<file path="config.mk">
export PLATFORM = sky130hd
export DESIGN_NAME = line_mem_arbiter
export DESIGN_NICKNAME = d
export VERILOG_FILES = /design/src/rtl/line_mem_arbiter.sv
export SDC_FILE = /design/constraint.sdc
export NUM_CORES = 1
export LEC_CHECK = 0
export ABC_CLOCK_PERIOD_IN_PS = 3000
export BUFFER_PORTS_ARGS = -buffer_cell sky130_fd_sc_hd__buf_4
export CAP_MARGIN = 20
export CORE_AREA = 2 2 266 268
export CTS_CLUSTER_DIAMETER = 40
export DETAILED_ROUTE_END_ITERATION = 8
export DIE_AREA = 0 0 268 270
export SLEW_MARGIN = 20
export SYNTH_ARGS = -nofsm -noshare
export SYNTH_HDL_FRONTEND = slang
export SYNTH_SLANG_ARGS = --single-unit
</file>
<file path="constraint.sdc">
create_clock -name clk -period 3 [get_ports clk]
set_clock_uncertainty 0.2 [all_clocks]
set_input_delay 0.15 -clock clk [delete_from_list [all_inputs] [get_ports clk]]
set_output_delay 0.15 -clock clk [all_outputs]
set_load 0.05 [all_outputs]
</file>
<file path="src/rtl/line_mem_arbiter.sv">
`default_nettype none
// ============================================================================
// Module  : line_mem_arbiter
// Purpose : Serialises I-refill, D-refill and D-writeback line transactions
//           onto one single-ported, multi-cycle backing line memory.
// Option  : define ARB_STARVE_GUARD_EN to enable the I-side starvation guard.
// Rev     : 1.0 - initial release
// ============================================================================
module line_mem_arbiter #(
  parameter int LINE_W     = 128,
  parameter int LADDR_W    = 10,
  parameter int STARVE_MAX = 4
) (
  input  logic               clk,
  input  logic               rst,
  input  logic               Ic_mem_req,
  input  logic [LADDR_W-1:0] Ic_mem_addr,
  output logic [LINE_W-1:0]  F_mem_inst,
  output logic               F_mem_valid,
  input  logic               Dc_mem_req,
  input  logic [LADDR_W-1:0] Dc_mem_addr,
  output logic [LINE_W-1:0]  MEM_data_line,
  output logic               MEM_mem_valid,
  input  logic               Dc_wb_we,
  input  logic [LADDR_W-1:0] Dc_wb_addr,
  input  logic [LINE_W-1:0]  Dc_wb_wline,
  output logic               Dc_wb_ack,
  output logic               Bm_req,
  output logic               Bm_we,
  output logic [LADDR_W-1:0] Bm_addr,
  output logic [LINE_W-1:0]  Bm_wline,
  input  logic [LINE_W-1:0]  Bm_rline,
  input  logic               Bm_valid
);

  localparam logic [1:0] IDLE = 2'd0;
  localparam logic [1:0] I_RD = 2'd1;
  localparam logic [1:0] D_RD = 2'd2;
  localparam logic [1:0] D_WB = 2'd3;

  if (STARVE_MAX < 1 || STARVE_MAX > 7) begin : g_starve_max_check
    $error("STARVE_MAX must fit the 3-bit starvation counter (1..7)");
  end

  logic [1:0]         r_state;
  logic               r_bm_req;
  logic               r_bm_we;
  logic [LADDR_W-1:0] r_bm_addr;
  logic [LINE_W-1:0]  r_bm_wline;

  logic [1:0]         w_grant;
  logic [LADDR_W-1:0] w_grant_addr;
  logic               w_i_forced;

`ifdef ARB_STARVE_GUARD_EN
  localparam logic [2:0] c_starve_max = 3'(STARVE_MAX);

  logic [2:0] r_starve;

  assign w_i_forced = Ic_mem_req && (r_starve >= c_starve_max);

  // Counts D-side grants made while the I-side is left waiting; saturates at 7.
  always_ff @(posedge clk or negedge rst) begin
    if (!rst) begin
      r_starve <= 3'd0;
    end else if (r_state == IDLE) begin
      if (w_grant == I_RD) begin
        r_starve <= 3'd0;
      end else if ((w_grant == D_RD || w_grant == D_WB) && Ic_mem_req && r_starve != 3'd7) begin
        r_starve <= r_starve + 3'd1;
      end
    end
  end
`else
  assign w_i_forced = 1'b0;
`endif

  // Writeback wins so a refill of a just-evicted line sees the fresh data.
  always_comb begin
    w_grant = IDLE;
    if (w_i_forced) begin
      w_grant = I_RD;
    end else if (Dc_wb_we) begin
      w_grant = D_WB;
    end else if (Dc_mem_req) begin
      w_grant = D_RD;
    end else if (Ic_mem_req) begin
      w_grant = I_RD;
    end
  end

  always_comb begin
    w_grant_addr = Ic_mem_addr;
    if (w_grant == D_WB) begin
      w_grant_addr = Dc_wb_addr;
    end else if (w_grant == D_RD) begin
      w_grant_addr = Dc_mem_addr;
    end
  end

  always_ff @(posedge clk or negedge rst) begin
    if (!rst) begin
      r_state    <= IDLE;
      r_bm_req   <= 1'b0;
      r_bm_we    <= 1'b0;
      r_bm_addr  <= '0;
      r_bm_wline <= '0;
    end else begin
      case (r_state)
        IDLE: begin
          if (w_grant != IDLE) begin
            r_state   <= w_grant;
            r_bm_req  <= 1'b1;
            r_bm_we   <= (w_grant == D_WB);
            r_bm_addr <= w_grant_addr;
            if (w_grant == D_WB) begin
              r_bm_wline <= Dc_wb_wline;
            end
          end
        end
        default: begin
          // Upstream inputs are not looked at until the memory completes.
          if (Bm_valid) begin
            r_state  <= IDLE;
            r_bm_req <= 1'b0;
          end
        end
      endcase
    end
  end

  assign Bm_req   = r_bm_req;
  assign Bm_we    = r_bm_we;
  assign Bm_addr  = r_bm_addr;
  assign Bm_wline = r_bm_wline;

  assign F_mem_valid   = Bm_valid && (r_state == I_RD);
  assign MEM_mem_valid = Bm_valid && (r_state == D_RD);
  assign Dc_wb_ack     = Bm_valid && (r_state == D_WB);

  assign F_mem_inst    = F_mem_valid   ? Bm_rline : '0;
  assign MEM_data_line = MEM_mem_valid ? Bm_rline : '0;

endmodule
`default_nettype wire

</file>
After elaboration in Yosys (flattened, before gate mapping)
Index checks and enable logic that the tools add are counted.

storage, ports and cells
  output and inout bits = 399
  ROM bits = 0
  RAM bits = 0
  register bits = 142
  memories kept = 0
  bits in latches = 0

cells by class
  order comparisons = 0
  div/mod/pow operators = 0
  reduce and logical (&&, ||, !) cells = 9
  muxes and demuxes = 13
  add/subtract/negate cells = 0
  multipliers = 0
  equality and inequality tests = 6
  shift-type cells = 0
  bitwise operators = 0

operators by type and width
  kind                                            count
  two-way mux 128 bit                             2
  two-way mux 10 bit                              2
  two-way mux 2 bit                               5
  == test 2 bit (second input constant)           4
  two-way mux 1 bit                               4
  AND reduction 2 bit                             2
  nonzero test 2 bit                              2
  logical AND 1 bit                               3
  AND reduction 3 bit                             1
  == test 2 x 1 -> 1 bit (second input constant)  1
  zero test 2 bit                                 1
  != test 2 bit (second input constant)           1

Depth between registers and ports, before layout
Gate-level depths: netlist of the first run.

  depth in word-level cells = 6
  gate-level depth with buffers = 5
  mapped depth without buffers = 3

Worst setup path after synthesis of the first run
OpenSTA, ideal clock, no wires.

  path kind = reg2out
  start point = reg r_state[1]
  end point = out F_mem_inst[118]
  path slack = 0.945 ns
  data required time = 2.650 ns
  arrival = 1.705 ns
  stages on the path, launching flop included = 5
  path through = dfrtp_1 inv_1 and3_1 clkbuf_1 and2_1

on the way
  longest elaborated chain between the ends = 3

RTL lines
  item                    RTL line  text
  from (decl)             45        logic [1:0] r_state;
  from (signal assigned)  112       r_state <= w_grant;
  == test 2 x 1 -> 1 bit  137       assign F_mem_valid = Bm_valid && (r_state == I_RD);
  logical AND 1 bit       137
  via F_mem_valid         19        output logic F_mem_valid,
  two-way mux 128 bit     141       assign F_mem_inst = F_mem_valid ? Bm_rline : '0;
  to (decl)               18        output logic [LINE_W-1:0] F_mem_inst,

The timed path passes the listed nets, and every way through them passes these cells.

Worst setup path after layout of the first run
  start point = reg r_state[1]
  end point = out F_mem_inst[123]

on the way
  longest elaborated chain between the ends = 3

RTL lines
  item                    RTL line
  == test 2 x 1 -> 1 bit  137
  logical AND 1 bit       137
  two-way mux 128 bit     141

No other way between the ends.

==> out/qor.txt, run 1 <==
Run status - completed
Number of enable flip-flop cells after synthesis - 0
IR Drop Worst-Case VDD - 0.925 mV
Setup-violating endpoint count in the final report - 0
Count of input and output buffers - 690
Net count after synthesis - 925
GRT overflow - 0
Synthesis warning total - 0
Clock tree from TritonCTS - built
Via density per instance - 3.34
Synthesized instance count - 633
Total wirelength of the detailed-routed design - 45100 um
Core Box Area - 0.0695 sq mm
Sequential element share of the synthesized area - 46.0%
RSZ-0062 raised after global routing - no
Number of DRC markers after the initial detailed-route iteration - 217
Fin crit period - 2.76 ns
Antenna violation net count after detailed routing - 0
Area of the die - 0.0724 sq mm
Number of antenna violations at the first check in global routing - 3
Area overhead of the layout relative to synthesis - 109%
Upper clock frequency limit - 0.362 GHz
Prevailing post-synth register cell - dfrtp_1
Max FO, Critical Path - 81
Aggregate negative setup slack - 0 ns
Detailed-router iteration count before antenna repair - 4
Buffers from clock root to sink, at most - 2
Avg Cell Area, Syn - 12.2 sq um
Placement Rows - 97
Post-DP HPWL - 36200 um
Worst-case hold slack - 0.117 ns
Number of nets in the layout - 1765
Max H-tree Level - 4
Number of buffers created by CTS - 17
Overall die width - 268 um
Flops & latches, synth - 142
CP Capture Type - primary output
Number of vias after detailed routing - 8109
Share of final-layout standard cells stronger than drive strength 1 - 59.2%
Number of distinct library cells after synthesis - 25
Via count of the first global-routing pass - 8771
Proportion of register bits with asynchronous set or reset after synthesis - 100%
LEAKAGE - 7.99 nW
Max-Slew Margin vs Limit - 53.7%
Final period util - 92.1%
Endpoint arrival time on the critical path - 2.41 ns
Clock sink count - 142
Actual transition at the worst max-transition pin - 0.695 ns
Wire length of the first global-routing pass - 60900 um
Final hold violation count - 0
Gpl congestion - 0.877
Category of the critical setup timing path - reg2out
Initial core utilization - 11.1%
Minimum setup slack after placement - 0.758 ns
IO Count - 691
Post-Syn Area - 0.00772 sq mm
Clock tree root buffer cell - clkbuf_16
Data required time of the worst path - 2.65 ns
Max-Cap Viols - 0
Max-slew violation total from the final report - 0
Overall die height - 270 um
Insertion delay of the later-clocked pin in the worst-skew pair - 0.46 ns
Tightest Hold Check Type - in2async
Remaining routing DRC violations - 0
Minimum setup slack in the final design - 0.236 ns
Maximum number of pins on one net before global-route repair - 129
Total Routing Usage GR - 11.9%
Power density relative to cell area - 1070 mW/mm^2
Startpoint type of the worst setup path - flip-flop
Count of buffers added by post-CTS timing repair for setup - 0
Clock transition time at the flip-flop clock pins of the worst setup and hold paths - 0.08 ns
Routed WL per cell - 18.6 um
## cells in the mapped netlist (2+ instances only)
| library cell | count | share of area (%) |
|---|---|---|
| clkbuf_1 | 28 | 1.4 |
| mux2_1 | 3 | 0.44 |
| mux2_2 | 35 | 5.1 |
| mux2_4 | 100 | 19 |
| nor2_1 | 3 | 0.15 |
| o22ai_1 | 2 | 0.16 |
| nand2_1 | 2 | 0.097 |
| buf_2 | 6 | 0.39 |
| dfrtp_1 | 142 | 46 |
| and2_1 | 256 | 21 |
| inv_1 | 3 | 0.15 |
| buf_8 | 10 | 1.9 |
| o21ai_0 | 10 | 0.65 |
| o21ai_1 | 10 | 0.65 |
| mux2i_1 | 10 | 1.3 |
| buf_6 | 4 | 0.58 |
## worst max-delay path, stage by stage (launching register included)
cell and delay [ns]:
dfrtp_1 0.40, inv_1 0.10, and3_4 0.59, buf_4 0.38, and2_1 0.18, buf_4 0.20
## area by class of cell
type	count	area (sq um)
Multi-Input combinational cell	439	3830
Antenna cell	3	7.51
Timing Repair Buffer	870	6970
Inverter	3	11.3
Fill cell	7365	53400
Clock buffer	18	429
Sequential cell	142	3550
Clock inverter	14	175
Tap cell	940	1180
## power breakdown
part | leakage [nW] | total (mW) | switching, mW | internal, mW
Combinational | 6.02 | 11.4 | 7.35 | 4.02
Clock | 0.295 | 2.28 | 1.02 | 1.26
Sequential | 1.68 | 3.57 | 0.665 | 2.91
Total | 7.99 | 17.2 | 9.04 | 8.19
## cells by family after synthesis
logic type / synth area share, %
simple gates: 21.4
compound gates: 1.73
flops: 46.0
buf+inv: 4.49
mux: 26.3
## what timing repair did
action	CTS	global route
hold endpoints to repair	206	0
gates resized for setup	0	0
hold buffers	160	0
## sequential cells by signal, indices dropped and copies added, names as in the netlist
signal,cells
Bm_addr,10
Bm_req,1
Bm_we,1
Bm_wline,128
r_state,2
## stage by stage
| step | instances | power [mW] | util [%] | area, sq um |
|---|---|---|---|---|
| 3_5_place_dp | 2234 | 14.8 | 20.1 | 13900 |
| 2_1_floorplan | 633 | 11.1 | - | 7720 |
| 6_report | 2429 | 17.2 | 23.2 | 16200 |
| 3_3_place_gp | 2234 | 14.7 | 20.1 | 13900 |
| 4_1_cts | 2426 | 17.4 | 23.2 | 16100 |
| 5_1_grt | 2429 | 17.9 | 23.2 | 16200 |
## path summary, 6_finish.rpt
path | start | endpoint | slack (ns) | cells after the start
hold / removal | rst | Bm_wline[19] | 0.12 | 2
setup reg to reg | r_state[0] | Bm_addr[2] | 0.65 | 5
setup / recovery | r_state[1] | F_mem_inst[123] | 0.24 | 5
max in group asynchronous | rst | Bm_wline[122] | 1.73 | 3
min in group clk | Dc_wb_we | Bm_req | 0.18 | 4
hold reg to reg | Bm_we | Bm_we | 0.30 | 1
## layer usage
layer | GRT usage, % | vias up | share of wire [%]
met5 | 0 | - | 0
met4 | 7.13 | 0 | 5.3
met3 | 4.28 | 63 | 9.1
met2 | 21.9 | 442 | 51
met1 | 11.3 | 3858 | 34
li1 | - | 3746 | -
## placed cells by master, fill, tap and decap left out, types with 5 or more instances in the layout
cell and n:
dfrtp_1 142, and2_1 256, o21ai_1 10, clkbuf_16 17, buf_4 706, dlygate4sd3_1 160
mux2_4 100, mux2_2 35, mux2i_1 10, o21ai_0 10, inv_6 5
No activity file was read; power rests on OpenSTA's default activity.
==> run 2: changes to the inputs <==
Settings changed: CORE_AREA 2 2 266 268 to 5 5 269 271, DIE_AREA 0 0 268 270 to 0 0 274 276, SKIP_LAST_GASP set to 1.
==> run 2 against run 1 <==
Compared with the run above:
- die area is 4.5% higher
- hold slack worse by 0.043 ns
- clock-buffer cell count is the same
==> out/qor.txt, run 2 (same netlist as run 1, synthesis figures left out) <==
Internal Dissipation - 8.18 mW (was 8.19 mW)
Share of final-layout standard cells stronger than drive strength 1 - 59.3% (was 59.2%)
Wire length of the first global-routing pass - 61800 um (was 60900 um)
Number of buffers created by CTS - 17 (unchanged)
Buffers from clock root to sink, at most - 2 (unchanged)
Fin crit period - 2.58 ns (was 2.76 ns)
Initial core utilization - 11.1% (unchanged)
Switching Share - 52.1% (was 52.5%)
Final core utilization - 23.1% (was 23.2%)
Worst-case hold slack - 0.0747 ns (was 0.117 ns)
Number of DRC markers after the initial detailed-route iteration - 241 (was 217)
Core Box Area - 0.0695 sq mm (unchanged)
Post-DP HPWL - 36500 um (was 36200 um)
Placed cell areas - 0.0139 sq mm (about the same)
Combinational power share - 65.7% (was 66.0%)
IR Drop Worst-Case VDD - 0.733 mV (was 0.925 mV)
Power density relative to cell area - 1060 mW/mm^2 (was 1070 mW/mm^2)
Category of the critical setup timing path - reg2out (unchanged)
Peak-usage layer in the global routing report - met2 (unchanged)
GRT overflow - 0 (unchanged)
Maximum number of pins on one net before global-route repair - 130 (was 129)
Via density per instance - 3.36 (was 3.34)
Number of vias after detailed routing - 8115 (was 8109)
Number of antenna violations at the first check in global routing - 2 (was 3)
Most frequent cells in the layout - 698 x buf_4, 256 x and2_1, 153 x dlygate4sd3_1 (was 706 x buf_4, 256 x and2_1, 160 x dlygate4sd3_1)
Destination of the worst register-to-register timing path - Bm_wline[32] (was Bm_addr[2])
Endpoint arrival time on the critical path - 2.23 ns (was 2.41 ns)
Actual transition at the worst max-transition pin - 0.734 ns (was 0.695 ns)
Met1 track demand over resource - 11.5% (was 11.3%)
Clock transition time at the flip-flop clock pins of the worst setup and hold paths - 0.07 ns (was 0.08 ns)
Filler cell count - 7385 (was 7365)
Area overhead of the layout relative to synthesis - 108% (was 109%)
Run status - completed (unchanged)
Count of input and output buffers - 690 (unchanged)
Max H-tree Level - 4 (unchanged)
Insertion delay of the later-clocked pin in the worst-skew pair - 0.45 ns (was 0.46 ns)
Max FO, Critical Path - 69 (was 81)
Switching power - 8.91 mW (was 9.04 mW)
Clock tree root buffer cell - clkbuf_16 (unchanged)
Startpoint of the most critical register-to-register path - r_state[0] (unchanged)
Global Route met3 Usage - 4.95% (was 4.28%)
Upper clock frequency limit - 0.387 GHz (was 0.362 GHz)
Total Routing Usage GR - 11.0% (was 11.9%)
Clock sink count - 142 (unchanged)
Aggregate negative setup slack - 0 ns (unchanged)
Flip-flop count of the largest register, all copies and words added - 128 (unchanged)
Minimum setup slack after placement - 0.814 ns (was 0.758 ns)
Routed WL per cell - 18.3 um (was 18.6 um)
Remaining routing DRC violations - 0 (unchanged)
RSZ-0062 raised after global routing - no (unchanged)
Max-slew violation total from the final report - 0 (unchanged)
R2r worst-path depth - 4 (was 5)
CP Capture Type - primary output (unchanged)
Overall die width - 274 um (was 268 um)
LEAKAGE - 7.93 nW (was 7.99 nW)
Startpoint type of the worst setup path - flip-flop (unchanged)
R2R Setup Slk - 0.80 ns (was 0.65 ns)
Max-Cap Viols - 0 (unchanged)
Overall die height - 276 um (was 270 um)
Post-Layout Inst Area - 0.0161 sq mm (was 0.0162 sq mm)
IO Count - 691 (unchanged)
Antenna violation net count after detailed routing - 0 (unchanged)
Final hold violation count - 0 (unchanged)
Via count of the first global-routing pass - 9011 (was 8771)
Final period util - 86.1% (was 92.1%)
Tightest Hold Check Type - in2async (unchanged)
Reg power frac - 21.1% (was 20.7%)
Setup-violating endpoint count in the final report - 0 (unchanged)
Minimum setup slack in the final design - 0.416 ns (was 0.236 ns)
Max-Slew Margin vs Limit - 51.1% (was 53.7%)
Clock tree from TritonCTS - built (unchanged)
Met2 layer usage reported by global route - 19.2% (was 21.9%)
Total wirelength of the detailed-routed design - 44200 um (was 45100 um)
Count of buffers added by post-CTS timing repair for setup - 0 (unchanged)
Data required time of the worst path - 2.65 ns (about the same)
Detailed-router iteration count before antenna repair - 4 (unchanged)
Placement Rows - 97 (unchanged)
Gpl congestion - 0.850 (was 0.877)
Area of the die - 0.0756 sq mm (was 0.0724 sq mm)
Number of nets in the layout - 1751 (was 1765)
Portion of total power attributed to the clock network - 13.3% (about the same)
Most common cell after layout, fill and taps aside - buf_4 (unchanged)
==> run 2: routing by layer <==
layer,up-vias,part of all wire [%]
li1,3722,-
met1,3880,35
met3,71,12
met5,-,0
met4,0,3.4
met2,442,49
==> run 2: power groups by stage <==
stage | Clock (mW) | Sequential (mW) | Combinational [mW]
3_5_place_dp | 0 | 3.56 | 11.2
6_report | 2.27 | 3.60 | 11.2
3_3_place_gp | 0 | 3.57 | 11.0
2_1_floorplan | 0 | 6.83 | 4.30
4_1_cts | 2.36 | 3.58 | 11.3
5_1_grt | 2.41 | 3.70 | 11.7
==> run 2: repair_timing <==
action,in CTS,in global routing
hold buffers,153,0
gates resized for setup,0,0
hold endpoints to repair,251,0
==> run 2: how the worst max path moves through the flow <==
stage	to	from	slack, ns	cells after the start
global placement	Bm_wline[85]	r_state[0]	0.86	4
floorplan	F_mem_inst[118]	r_state[1]	0.95	4
CTS	F_mem_inst[74]	r_state[1]	0.37	5
global route	F_mem_inst[108]	r_state[1]	0.24	5
detailed placement	Bm_wline[72]	r_state[0]	0.81	4
finish	F_mem_inst[116]	r_state[1]	0.42	5
==> run 2: critical path: stages (launching register included) <==
cell     delay, ns
dfrtp_1       0.40
inv_1         0.10
and3_4        0.51
buf_12        0.30
and2_1        0.18
buf_4         0.20
==> run 2: final cells by class <==
type | instances | area, sq um | share of cell area [%]
repair buffers | 856 | 6860 | 42.7
multi-input cells | 439 | 3830 | 23.9
inverters | 3 | 11.3 | 0.0701
diodes | 3 | 7.51 | 0.0467
well taps | 940 | 1180 | 7.32
flip-flops and latches | 142 | 3550 | 22.1
clock inverters | 14 | 179 | 1.11
clock buffers | 18 | 439 | 2.73
==> run 2: through the flow <==
stage | cells | power (mW)
detailed placement | 2227 | 14.7
finish | 2415 | 17.1
global placement | 2227 | 14.6
CTS | 2412 | 17.3
floorplan | 633 | 11.1
global route | 2413 | 17.8
==> run 3: changes to the inputs <==
Settings changed: ABC_AREA set to 1, CORE_AREA 5 5 269 271 to 5 5 267 269, DIE_AREA 0 0 274 276 to 0 0 272 274.
==> run 3 against run 2 <==
Compared with the run above:
- clock-buffer cell count up 1
- sequential power down 6.7%
- critical endpoint is now F_mem_inst[12]
- total power down 4.7%
- critical path type unchanged
- design area down 1.8%
- largest power group unchanged
- sequential cell count unchanged
==> out/qor.txt, run 3 <==
Fin crit period - 2.66 ns (was 2.58 ns)
Area share of xor/xnor cells in the synthesized design - 0% (unchanged)
Proportion of netlist area held by the largest area contributor - 48.0% (was 46.0%)
CP Capture Type - primary output (unchanged)
Initial core utilization - 10.8% (was 11.1%)
Area of the die - 0.0745 sq mm (was 0.0756 sq mm)
Post-DP HPWL - 46600 um (was 36500 um)
Post-cts repair resize count - 0 (unchanged)
Critical-path cell list - inv_1, nand3_4, buf_4, nor2_1, buf_4 (was inv_1, and3_4, buf_12, and2_1, buf_4)
Placement Rows - 96 (was 97)
R2r worst-path depth - 5 (was 4)
Actual transition at the worst max-transition pin - 0.964 ns (was 0.734 ns)
Number of enable flip-flop cells after synthesis - 0 (unchanged)
Max stage delay cell, worst path - dfrtp_1 (was and3_4)
Prevailing post-synth register cell - dfrtp_1 (unchanged)
Endpoint arrival time on the critical path - 2.31 ns (was 2.23 ns)
GRT overflow - 0 (unchanged)
Post-synthesis mux area share - 0% (was 26.3%)
Sequential element share of the synthesized area - 48.0% (was 46.0%)
Most instantiated cells after synthesis - 356 x nand2_1, 257 x nor2_1, 142 x dfrtp_1 (was 256 x and2_1, 142 x dfrtp_1, 100 x mux2_4)
Cell mode on critical path - buf_4
Run status - completed (unchanged)
Final period util - 88.8% (was 86.1%)
Count of input and output buffers - 690 (unchanged)
RSZ-0062 raised after global routing - no (unchanged)
Total wirelength of the detailed-routed design - 58600 um (was 44200 um)
Final hold violation count - 0 (unchanged)
Max-Slew Margin vs Limit - 35.7% (was 51.1%)
Clock transition time at the flip-flop clock pins of the worst setup and hold paths - 0.09 ns (was 0.07 ns)
Synthesized instance count - 1104 (was 633)
Overall die height - 274 um (was 276 um)
IO Count - 691 (unchanged)
Via density per instance - 3.71 (was 3.36)
Destination of the worst register-to-register timing path - r_state[1] (was Bm_wline[32])
Routed WL per cell - 20.9 um (was 18.3 um)
Number of distinct library cells after synthesis - 11 (was 25)
Buffers from clock root to sink, at most - 2 (unchanged)
Number of antenna violations at the first check in global routing - 16 (was 2)
Tightest Hold Check Type - in2async (unchanged)
Global Route met3 Usage - 5.41% (was 4.95%)
IR Drop Worst-Case VDD - 0.573 mV (was 0.733 mV)
Combinational family with the most area after synthesis - simple AND/OR/NAND/NOR gates (was multiplexers)
Power density relative to cell area - 1030 mW/mm^2 (was 1060 mW/mm^2)
Proportion of register bits with asynchronous set or reset after synthesis - 100% (unchanged)
Max-Cap Viols - 0 (unchanged)
Clock sink count - 142 (unchanged)
Met1 track demand over resource - 16.0% (was 11.5%)
Met2 layer usage reported by global route - 25.6% (was 19.2%)
Most frequent cells in the layout - 702 x buf_4, 355 x nand2_1, 257 x nor2_1 (was 698 x buf_4, 256 x and2_1, 153 x dlygate4sd3_1)
LEAKAGE - 9.01 nW (was 7.93 nW)
Setup-violating endpoint count in the final report - 0 (unchanged)
Synthesis warning total - 0 (unchanged)
Max H-tree Level - 4 (unchanged)
Total Routing Usage GR - 14.9% (was 11.0%)
R2R Setup Slk - 0.55 ns (was 0.80 ns)
Clock tree from TritonCTS - built (unchanged)
Maximum number of pins on one net before global-route repair - 140 (was 130)
Max-slew violation total from the final report - 0 (unchanged)
Gpl congestion - 0.883 (was 0.850)
Category of the critical setup timing path - reg2out (unchanged)
Main area contributors after synthesis - dfrtp_1 48%, nand2_1 18%, nor2_1 13%, nand3_1 9.0%, inv_1 6.8% (was dfrtp_1 46%, and2_1 21%, mux2_4 19%, mux2_2 5.1%, buf_8 1.9%)
Insertion delay of the later-clocked pin in the worst-skew pair - 0.47 ns (was 0.45 ns)
Startpoint type of the worst setup path - flip-flop (unchanged)
Post-synth top area cell - dfrtp_1 (unchanged)
Most common cell after layout, fill and taps aside - buf_4 (unchanged)
Avg Cell Area, Syn - 6.71 sq um (was 12.2 sq um)
Area share of and/or/nand/nor cells after synthesis - 40.1% (was 21.4%)
Area overhead of the layout relative to synthesis - 113% (was 108%)
Final core utilization - 23.1% (about the same)
Antenna violation net count after detailed routing - 0 (unchanged)
Upper clock frequency limit - 0.375 GHz (was 0.387 GHz)
Core Box Area - 0.0683 sq mm (was 0.0695 sq mm)
Post-synthesis adder-cell area fraction - 0% (unchanged)
Overall die width - 272 um (was 274 um)
Flip-flop count of the largest register, all copies and words added - 128 (unchanged)
Remaining routing DRC violations - 0 (unchanged)
Flops & latches, synth - 142 (unchanged)
Wire length of the first global-routing pass - 78800 um (was 61800 um)
Post-Syn Area - 0.00741 sq mm (was 0.00772 sq mm)
Highest cell delay on the worst timing path - 0.47 ns (was 0.51 ns)
Clock tree root buffer cell - clkbuf_16 (unchanged)
Detailed-router iteration count before antenna repair - 5 (was 4)
Compound-cell area share of the yosys netlist - 0.203% (was 1.73%)
Peak-usage layer in the global routing report - met2 (unchanged)
Number of nets in the layout - 2202 (was 1751)
Number of DRC markers after the initial detailed-route iteration - 653 (was 241)
Net count after synthesis - 1396 (was 925)
Leading cell type by number of instances after synthesis - nand2_1 (was and2_1)
Max FO, Critical Path - 35 (was 69)
Share of final-layout standard cells stronger than drive strength 1 - 38.7% (was 59.3%)
Via count of the first global-routing pass - 10500 (was 9011)
Number of vias after detailed routing - 10400 (was 8115)
Data required time of the worst path - 2.65 ns (about the same)
Number of buffers created by CTS - 17 (unchanged)
Aggregate negative setup slack - 0 ns (unchanged)
Startpoint of the most critical register-to-register path - r_state[1] (was r_state[0])
==> run 3: cell types whose count changed in the layout (fill, tap and decap cells not counted), moves of 3 or more <==
cell      delta
mux2_1       -3
mux2_2      -35
clkinv_2     -3
o21ai_0      -7
buf_4        +4
nand3_1    +131
inv_1      +132
mux2i_1     -10
nor2_1     +255
o21ai_1     -10
nand2_1    +353
mux2_4     -100
and2_1     -256
==> run 3: worst max-delay path, delay by kind of cell (launching register included) <==
family                 cells  cell delay [ns]
flip-flops                 1             0.47
buffers and inverters      3             0.77
AND/OR/NAND/NOR            2             0.55
==> run 3: final cells by class <==
| class | instances | area, sq um |
|---|---|---|
| Sequential cell | 142 | 3550 |
| Multi-Input combinational cell | 750 | 3030 |
| Inverter | 136 | 510 |
| Clock inverter | 13 | 178 |
| Antenna cell | 5 | 12.5 |
| Tap cell | 882 | 1100 |
| Timing Repair Buffer | 863 | 6940 |
| Fill cell | 7574 | 52600 |
| Clock buffer | 19 | 443 |
==> run 3: worst max-delay path by stage <==
stage / endpoint / from / slack, ns / depth (start not counted)
2_1_floorplan: F_mem_inst[118] / r_state[1] / 1.10 / 5
3_3_place_gp: F_mem_inst[12] / r_state[1] / 0.81 / 5
3_5_place_dp: F_mem_inst[79] / r_state[1] / 0.79 / 5
4_1_cts: F_mem_inst[79] / r_state[1] / 0.20 / 5
5_1_grt: F_mem_inst[126] / r_state[1] / 0.14 / 5
6_report: F_mem_inst[12] / r_state[1] / 0.34 / 5
==> run 3: metal layers <==
metal | up-vias | routed length, um
li1 | 4883 | -
met2 | 552 | 29000
met5 | - | 91
met4 | 14 | 3000
met1 | 4871 | 21100
met3 | 94 | 5410
==> run 3: repair_timing <==
item,4_1_cts,5_1_grt
setup buffers,0,0
endpoints found under the hold margin,251,0
endpoints found under the setup margin,0,0
hold buffers,154,0
==> run 3: through the flow <==
step,area [sq um],setup slack [ns],cells,power (mW),hold slack [ns]
finish,15800,0.336,2810,16.3,0.0550
global route,15800,0.141,2808,17.1,0.0889
CTS,15800,0.200,2805,16.5,0.0309
detailed placement,13600,0.791,2619,13.8,0.00852
global placement,13600,0.810,2619,13.8,0.0117
floorplan,7410,1.10,1104,10.0,-0.346
==> run 3: logic make-up (layout without fill, tap and decap cells) <==
kind of cell / count (synthesis) / after routing
simple gates: 747 / 747
compound gates: 3 / 3
other cells: 0 / 5
flops: 142 / 142
buf+inv: 212 / 1031
==> run 3: power breakdown <==
| group | internal (mW) | switching, mW | leakage [nW] |
|---|---|---|---|
| clock network | 1.35 | 0.998 | 0.298 |
| registers | 2.82 | 0.541 | 1.77 |
| logic | 2.84 | 7.73 | 6.95 |
